==> src/rtl/ddr_bank_pkg.sv <==
// ddr_bank_pkg: shared encodings for the bank burst controller.
// Command op codes, FSM states and a timer sizing helper.
package ddr_bank_pkg;

    localparam logic [1:0] OP_ACT = 2'b00;
    localparam logic [1:0] OP_RD  = 2'b01;
    localparam logic [1:0] OP_WR  = 2'b10;
    localparam logic [1:0] OP_PRE = 2'b11;

    typedef enum logic [2:0] {
        ST_IDLE,
        ST_ACTIVATING,
        ST_ACTIVE,
        ST_RD_WAIT,
        ST_RD_BURST,
        ST_WR_BURST,
        ST_PRECHARGING
    } bank_state_e;

    function automatic int max3(input int a, input int b, input int c);
        int m;
        m = (a > b) ? a : b;
        return (m > c) ? m : c;
    endfunction

endpackage

==> src/rtl/burst_col_gen.sv <==
// burst_col_gen: per-beat column stepping for one burst.
// Wraps inside the BL-aligned block and flags the last beat.
module burst_col_gen
    import ddr_bank_pkg::*;
#(
    parameter int COL_W = 10,
    parameter int BL    = 8
) (
    input  logic             clk,
    input  logic             reset_n,
    input  logic             load,
    input  logic             step,
    input  logic [COL_W-1:0] start,
    output logic [COL_W-1:0] col,
    output logic             last
);

    localparam int OFF_W = $clog2(BL);

    logic [OFF_W-1:0] beat;
    logic [COL_W-1:0] col_next;

    if (OFF_W < COL_W) begin : g_split
        assign col_next = {col[COL_W-1:OFF_W],
                           col[OFF_W-1:0] + OFF_W'(1)};
    end else begin : g_full
        assign col_next = col + COL_W'(1);
    end

    assign last = (beat == OFF_W'(BL - 1));

    // Column and beat index: load at burst start, advance per beat.
    always_ff @(posedge clk or negedge reset_n) begin
        if (!reset_n) begin
            col  <= '0;
            beat <= '0;
        end else if (load) begin
            col  <= start;
            beat <= '0;
        end else if (step) begin
            col  <= col_next;
            beat <= beat + OFF_W'(1);
        end
    end

endmodule

==> src/rtl/bank_burst_ctrl.sv <==
// bank_burst_ctrl: command-side driver for one emulated DRAM bank.
// Tracks the open row, enforces tRCD/tCL/tRP and sequences bursts.
module bank_burst_ctrl
    import ddr_bank_pkg::*;
#(
    parameter int DEVICE_WIDTH = 4,
    parameter int ROWS         = 131072,
    parameter int COLS         = 1024,
    parameter int BL           = 8,
    parameter int tRCD         = 4,
    parameter int tCL          = 4,
    parameter int tRP          = 4
) (
    input  logic                     clk,
    input  logic                     reset_n,
    input  logic                     cmd_valid,
    output logic                     cmd_ready,
    input  logic [1:0]               cmd_op,
    input  logic [$clog2(ROWS)-1:0]  cmd_row,
    input  logic [$clog2(COLS)-1:0]  cmd_col,
    input  logic [DEVICE_WIDTH-1:0]  wr_data,
    output logic                     wr_data_req,
    output logic [DEVICE_WIDTH-1:0]  rd_data,
    output logic                     rd_valid,
    output logic                     cmd_err,
    output logic                     row_open,
    output logic [$clog2(ROWS)-1:0]  bank_row,
    output logic [$clog2(COLS)-1:0]  bank_col,
    output logic                     bank_rd_o_wr,
    output logic [DEVICE_WIDTH-1:0]  bank_dqin,
    input  logic [DEVICE_WIDTH-1:0]  bank_dqout
);

    localparam int ROW_W = $clog2(ROWS);
    localparam int COL_W = $clog2(COLS);
    localparam int TW    = $clog2(max3(tRCD, tCL, tRP) + 1);

    bank_state_e      state;
    logic [TW-1:0]    tmr;
    logic [COL_W-1:0] start_col;
    logic             accept;
    logic             col_load;
    logic             col_step;
    logic             col_last;
    logic [COL_W-1:0] col_start;

    assign accept = cmd_valid && cmd_ready;

    // Read data is only presented while its strobe is up.
    assign rd_data   = rd_valid ? bank_dqout : '0;
    assign bank_dqin = bank_rd_o_wr ? wr_data : '0;

    // Column generator control: writes start next cycle, reads after tCL.
    always_comb begin
        col_load  = 1'b0;
        col_step  = 1'b0;
        col_start = start_col;
        if (state == ST_ACTIVE && accept && cmd_op == OP_WR) begin
            col_load  = 1'b1;
            col_start = cmd_col;
        end
        if (state == ST_RD_WAIT && tmr == '0) begin
            col_load = 1'b1;
        end
        if ((state == ST_RD_BURST || state == ST_WR_BURST) && !col_last) begin
            col_step = 1'b1;
        end
    end

    burst_col_gen #(
        .COL_W (COL_W),
        .BL    (BL)
    ) u_col_gen (
        .clk     (clk),
        .reset_n (reset_n),
        .load    (col_load),
        .step    (col_step),
        .start   (col_start),
        .col     (bank_col),
        .last    (col_last)
    );

    // Bank FSM with registered handshake, strobe and bank-side outputs.
    always_ff @(posedge clk or negedge reset_n) begin
        if (!reset_n) begin
            state        <= ST_IDLE;
            tmr          <= '0;
            start_col    <= '0;
            cmd_ready    <= 1'b0;
            cmd_err      <= 1'b0;
            row_open     <= 1'b0;
            bank_row     <= '0;
            bank_rd_o_wr <= 1'b0;
            wr_data_req  <= 1'b0;
            rd_valid     <= 1'b0;
        end else begin
            cmd_err  <= 1'b0;
            rd_valid <= (state == ST_RD_BURST);
            unique case (state)
                ST_IDLE: begin
                    cmd_ready <= 1'b1;
                    if (accept) begin
                        unique case (cmd_op)
                            OP_ACT: begin
                                bank_row  <= cmd_row;
                                row_open  <= 1'b1;
                                tmr       <= TW'(tRCD - 1);
                                cmd_ready <= 1'b0;
                                state     <= ST_ACTIVATING;
                            end
                            OP_PRE: ;
                            OP_RD, OP_WR: cmd_err <= 1'b1;
                        endcase
                    end
                end
                ST_ACTIVATING: begin
                    if (tmr == '0) begin
                        cmd_ready <= 1'b1;
                        state     <= ST_ACTIVE;
                    end else begin
                        tmr <= tmr - TW'(1);
                    end
                end
                ST_ACTIVE: begin
                    if (accept) begin
                        unique case (cmd_op)
                            OP_RD: begin
                                start_col <= cmd_col;
                                tmr       <= TW'(tCL - 1);
                                cmd_ready <= 1'b0;
                                state     <= ST_RD_WAIT;
                            end
                            OP_WR: begin
                                bank_rd_o_wr <= 1'b1;
                                wr_data_req  <= 1'b1;
                                cmd_ready    <= 1'b0;
                                state        <= ST_WR_BURST;
                            end
                            OP_PRE: begin
                                row_open  <= 1'b0;
                                tmr       <= TW'(tRP - 1);
                                cmd_ready <= 1'b0;
                                state     <= ST_PRECHARGING;
                            end
                            OP_ACT: cmd_err <= 1'b1;
                        endcase
                    end
                end
                ST_RD_WAIT: begin
                    if (tmr == '0) begin
                        state <= ST_RD_BURST;
                    end else begin
                        tmr <= tmr - TW'(1);
                    end
                end
                ST_RD_BURST: begin
                    if (col_last) begin
                        cmd_ready <= 1'b1;
                        state     <= ST_ACTIVE;
                    end
                end
                ST_WR_BURST: begin
                    if (col_last) begin
                        bank_rd_o_wr <= 1'b0;
                        wr_data_req  <= 1'b0;
                        cmd_ready    <= 1'b1;
                        state        <= ST_ACTIVE;
                    end
                end
                ST_PRECHARGING: begin
                    if (tmr == '0) begin
                        cmd_ready <= 1'b1;
                        state     <= ST_IDLE;
                    end else begin
                        tmr <= tmr - TW'(1);
                    end
                end
                default: begin
                    cmd_ready <= 1'b0;
                    state     <= ST_IDLE;
                end
            endcase
        end
    end

endmodule

==> config.mk <==
export PLATFORM = sky130hd
export DESIGN_NAME = bank_burst_ctrl
export DESIGN_NICKNAME = d
export VERILOG_FILES = /design/src/rtl/ddr_bank_pkg.sv /design/src/rtl/burst_col_gen.sv /design/src/rtl/bank_burst_ctrl.sv
export SDC_FILE = /design/constraint.sdc
export NUM_CORES = 1
export LEC_CHECK = 0
export CAP_MARGIN = 30
export CORE_MARGIN = 5
export CORE_UTILIZATION = 46
export DETAILED_ROUTE_END_ITERATION = 7
export HOLD_SLACK_MARGIN = 0.08
export PLACE_DENSITY = 0.8
export SLEW_MARGIN = 25
export SYNTH_ARGS = -nofsm -noshare
export SYNTH_HDL_FRONTEND = slang
export SYNTH_SLANG_ARGS = --single-unit
==> constraint.sdc <==
create_clock -name clk -period 2 [get_ports clk]
set_clock_uncertainty 0.15 [all_clocks]
set_input_delay 0.3 -clock clk [delete_from_list [all_inputs] [get_ports clk]]
set_output_delay 0.3 -clock clk [all_outputs]
set_load 0.05 [all_outputs]
=== Yosys cells after proc, flatten, opt, wreduce, memory -nomap -nowiden ===
Index checks and enable logic that the tools add are counted.

* Add/sub/neg operators: 3
* Equal/unequal tests: 25
* Shift operators: 0
* Magnitude comparators: 0
* Bitwise logic cells: 1
* $mul: 0
* Reduce and logical (&&, ||, !) cells: 27
* Mux-type cells: 46
* Divide/modulo/power cells: 0

{| class="wikitable"
|+ Operators by type and width
! cell !! count
|-
| $mux 3 || 15
|-
| $mux 1 || 20
|-
| $mux 10 || 2
|-
| $ne 2x2->1 const B || 9
|-
| $pmux 3 s3 || 2
|-
| $pmux 3 s6 || 1
|-
| $eq 3x3->1 const B || 4
|-
| $ne 2x1->1 const B || 5
|-
| $reduce_and 5->1 || 2
|-
| $mux 4 || 2
|-
| $reduce_and 8->1 || 1
|-
| $reduce_or 2->1 || 4
|-
| $add 3x1->3 const B || 2
|-
| $eq 3x2->1 const B || 2
|-
| $logic_not 3->1 || 2
|-
| $pmux 1 s2 || 3
|-
| $reduce_and 3->1 || 2
|-
| $reduce_and 6->1 || 1
|-
| $reduce_bool 2->1 || 3
|-
| $reduce_or 3->1 || 2
|-
| $logic_and 1x1->1 || 5
|-
| $pmux 1 s5 || 1
|-
| $eq 2x2->1 const B || 2
|-
| $ne 4x1->1 const B || 1
|-
| 9 further kinds || 9
|}

* Register bits: 51
* Memory bits (writable): 0
* Memories: 0
* Memory bits (read-only): 0
* Output and inout bits: 41
* Word-level logic and storage cells: 114
* Bits in latches: 0

=== Longest topological paths before layout ===
* Depth after elaboration: 6
* Depth in mapped cells: 8
* Gate-level depth less buffers: 7

=== By module ===
From an unflattened synthesis, not the netlist that was laid out.

* Cells, all modules: 205
* Area, all modules: 2,585.0 sq um

{| class="wikitable"
|+ Modules (own cells, without submodules)
! module !! area each (sq um) !! instances !! cells each
|-
| bank_burst_ctrl || 1,993.2 || 1 || 163
|-
| burst_col_gen || 591.8 || 1 || 42
|}

=== Worst setup path after synthesis ===
No wires, ideal clock.

* Kind: register to register
* From: reg cmd_ready
* To: reg bank_row[10]
* Slack: -0.152 ns
* Setup time: 0.125 ns
* Cell stages (with the launch flop): 8
* Arrival: 1.876 ns
* Data required time: 1.725 ns
* Path through: dfrtp_1 > nand2_1 > nor3_2 > nand2_1 > or2_1 > buf_6 > buf_12 > mux2_4

* Word-level cells in the longest chain between the ends: 2

{| class="wikitable"
|+ Ends and longest elaborated chain
! element !! RTL line !! text
|-
| from (decl) || bank_burst_ctrl.sv:17 || <nowiki>output logic cmd_ready,</nowiki>
|-
| from (signal assigned) || bank_burst_ctrl.sv:89 || <nowiki>cmd_ready <= 1'b0;</nowiki>
|-
| from (signal assigned) || bank_burst_ctrl.sv:101 || <nowiki>cmd_ready <= 1'b1;</nowiki>
|-
| from (signal assigned) || bank_burst_ctrl.sv:108 || <nowiki>cmd_ready <= 1'b0;</nowiki>
|-
| $logic_and 1x1->1 || bank_burst_ctrl.sv:47 || <nowiki>assign accept = cmd_valid && cmd_ready;</nowiki>
|-
| $reduce_and 3->1 (no line) || -- ||
|-
| to (signal assigned) || bank_burst_ctrl.sv:105 || <nowiki>bank_row <= cmd_row;</nowiki>
|-
| to (decl) || bank_burst_ctrl.sv:27 || <nowiki>output logic [$clog2(ROWS)-1:0] bank_row,</nowiki>
|}

Every way passes these cells.
A chain may end at the register's enable or synchronous reset.

=== Final worst setup path ===
* From: reg bank_row[16]
* To: out bank_row[16]

No word-level cell between the ends.

==> flow_summary.json <==
{
  "p_int_mw": 3.26,
  "max_stage_delay_ns": 0.81,
  "n_antenna_cell": 0,
  "cts.sinks": 51,
  "cp_cell_sequence": "clkdlybuf4s50_1",
  "p_comb_share_pct": 57.3,
  "hold_path_depth": 2,
  "htree_num_levels": 2,
  "wl_mm": 5.62,
  "ios": 81,
  "synth-seq-area-share_pct": 51.3,
  "switching_power_mw": 2.63,
  "initial_core_util_pct": 48.1,
  "p_seq_share_pct": 30.3,
  "leakage_nw": 1.77,
  "viasPerCell": 5.03,
  "clock_path_buffers": 2,
  "yosysUniqueCellTypes": 40,
  "cp-end-kind": "output port",
  "rsz0062_at_grt": "no",
  "final-setup-viol-count": 0,
  "fin_nets": 369,
  "portBuffers": 80,
  "finalInstanceArea_um2": 3730,
  "relSlewSlack_pct": 59.0,
  "ir_drop_mv": 0.949,
  "fillerInstances": 378,
  "crit_path_start_kind": "flop",
  "drive_gt1_share_pct": 25.5,
  "synth_largest_area_cell": "dfrtp_1",
  "globalRouteTotalUtil_pct": 16.8,
  "outcome": "finished clean",
  "fp.dieH_um": 83.5,
  "p_per_area_nw_per_um2": 1580,
  "clock.fmax_mhz": 512,
  "cts_buffers": 5,
  "worstHoldEndpoint": "u_col_gen.col[5]$_DFFE_PN0P_",
  "synth_edf_count": 0,
  "hpwl_mm": 4.39,
  "worst_hold_path_type": "reg -> reg",
  "grt_start_max_net_pins": 52,
  "fin_crit_ns": 1.95,
  "hold_violations": 0,
  "netlist_instances": 217,
  "report.final.slew_viol_count": 0,
  "worstPathMaxFanout": 2,
  "placed_cell_area_um2": 3580,
  "synthesis.area_um2": 2490,
  "cp_num_buf_inv": 1,
  "cts_tree": "yes",
  "cp.arrival_ns": 1.50,
  "postSynthAreaPerCell_um2": 11.5,
  "synth_area_leaders": "dfrtp_1 (51%), mux2_2 (7.7%), mux2_4 (6.0%)",
  "hp-start": "u_col_gen.col[5]$_DFFE_PN0P_",
  "syn_to_final_growth_pct": 50.1,
  "wl_per_cell_um": 14.4,
  "dieArea_um2": 6970,
  "yosys_warnings": 0,
  "r2r_end": "tmr[0]$_DFFE_PN0P_",
  "root_buffer": "clkbuf_8",
  "synthArstFlopShare_pct": 100,
  "coreArea_um2": 5170,
  "multiInputGateArea_um2": 1120,
  "swShare_pct": 44.6,
  "drtAntennaViolNets": 0,
  "ys_seq_elements": 51,
  "firstDrtPassIters": 4,
  "reg2reg_slack_ns": 0.12,
  "grt_pass1_vias": 2032,
  "cap_violations": 0,
  "ys.flop_type": "dfrtp_1",
  "clk_pin_slew_ns": 0.10,
  "critPathKind": "reg -> out",
  "clk-insertion-delay-late_ns": 0.31,
  "regArea_um2": 1280,
  "synth_top_area_share_pct": 51.3,
  "drc": 0,
  "required_ns": 1.55,
  "reg2reg_depth": 4,
  "worstReg2RegStart": "state[0]$_DFFE_PN0P_",
  "finalPower_mw": 5.88,
  "path_delay_family": "buffers and inverters",
  "die_w_um": 83.5,
  "fin_crit_sh_pct": 97.7,
  "worst_slew_pin_slew_ns": 0.615,
  "antenna_found_initial": 0,
  "grt_first_pass_wirelength_mm": 9.86,
  "drt_iter0_markers": 57,
  "grt-ovfl-total": 0,
  "synthesis.nets": 266,
  "clock_power_share_pct": 12.4,
  "place_congestion": 0.836,
  "rows": 26,
  "vias": 1968,
  "cp_slowest_cell": "clkdlybuf4s50_1"
}
-- sequential cells by signal, summed over array words and instances (netlist names) --
| name | count |
|---|---|
| bank_row | 17 |
| start_col | 10 |
| u_col_gen.col | 10 |
| state | 3 |
| tmr | 3 |
| u_col_gen.beat | 3 |
| bank_rd_o_wr | 1 |
| cmd_err | 1 |
| cmd_ready | 1 |
| rd_valid | 1 |
| row_open | 1 |
-- cell usage after synthesis (2+ instances only) --
library cell  number
o31ai_1            4
mux2i_1            5
nand2_1           26
nor2_1             7
nor2_2             2
a31oi_1            4
nand2b_1           2
inv_1              8
dfrtp_1           51
nor3_2             2
buf_2              4
nor4_1             2
nand3_1            3
ha_1               9
nor3_1             3
o31a_1             2
a21oi_1            5
and3_1             2
o21ai_0            8
mux2_2            17
o22ai_1            3
a22oi_1            8
and2_1             8
clkbuf_1           3
nor2b_1            3
or2_1              2
xnor2_1            2
mux2_4            10
-- stage by stage --
stage	hold WS [ns]	setup WS (ns)	std cells	util (%)	TNS [ns]
after detailed placement	0.293	-0.187	382	69.3	-4.33
after global placement	0.287	-0.166	382	69.3	-3.97
final	0.330	0.0460	391	72.1	0
after CTS	0.335	0.00587	391	71.7	0
after global routing	0.361	0.00277	391	72.1	0
after floorplan	-0.146	0.0149	217	-	0
-- worst max path at each step --
| stage | startpoint | endpoint | slack (ns) | cells past startpoint |
|---|---|---|---|---|
| CTS | u_col_gen.col[0]$_DFFE_PN0P_ | bank_col[0] | 0.006 | 1 |
| finish | bank_row[16]$_DFFE_PN0P_ | bank_row[16] | 0.05 | 1 |
| floorplan | cmd_ready$_DFFE_PN0P_ | bank_row[10]$_DFFE_PN0P_ | 0.01 | 7 |
| global placement | cmd_valid | bank_row[11]$_DFFE_PN0P_ | -0.17 | 7 |
| detailed placement | cmd_valid | bank_row[16]$_DFFE_PN0P_ | -0.19 | 7 |
| global route | bank_row[10]$_DFFE_PN0P_ | bank_row[10] | 0.003 | 1 |
-- layer usage --
layer | vias to the layer above | routed length, um | GRT usage, %
met5 | - | 0 | 0
met4 | 0 | 53 | 3.51
met3 | 5 | 378 | 4.84
met2 | 53 | 2790 | 28.7
met1 | 947 | 2390 | 21.4
li1 | 963 | - | -
-- cells in the final DEF (no fill, tap or decap), drive strengths merged, types with 3 or more instances in the layout --
cell type and count:
ha 9, clkdlybuf4s50 63, o21ai 9, clkbuf 5, inv 10, mux2 27
a31oi 4, nand2 26, and2 8, nor2b 3, o31ai 4, buf 38
dlymetal6s2s 4, mux2i 5, nor3 5, a21oi 5, o22ai 3, dfrtp 51
a22oi 8, nor2 9, nand3 3
-- power by group through the flow --
stage	Clock [mW]	Combinational (mW)	Sequential [mW]
finish	0.728	3.37	1.78
global route	0.784	3.59	1.84
CTS	0.746	3.36	1.78
detailed placement	0	3.35	1.80
global placement	0	3.28	1.78
floorplan	0	1.24	2.69
-- timing repair --
action,4_1_cts,5_1_grt
resized for setup,0,8
setup endpoints to repair,0,9
hold buffers,1,0
hold endpoints to repair,51,0
setup buffers,0,0
-- final cells by class --
| cell class | instances | area share, % |
|---|---|---|
| Sequential cell | 51 | 34.2 |
| Multi-Input combinational cell | 147 | 30.0 |
| Timing Repair Buffer | 106 | 29.4 |
| Tap cell | 70 | 2.35 |
| Clock buffer | 5 | 1.84 |
| Clock inverter | 3 | 1.24 |
| Inverter | 9 | 0.905 |
-- logic make-up after synthesis --
group | Yosys count | synth area share [%]
xor+xnor | 2 | 0.705
compound gates | 40 | 10.6
fa+ha+maj | 9 | 4.53
buf+inv | 19 | 4.18
mux | 32 | 15.8
simple gates | 64 | 12.9
flops | 51 | 51.3
(Power assumes the default switching activity.)
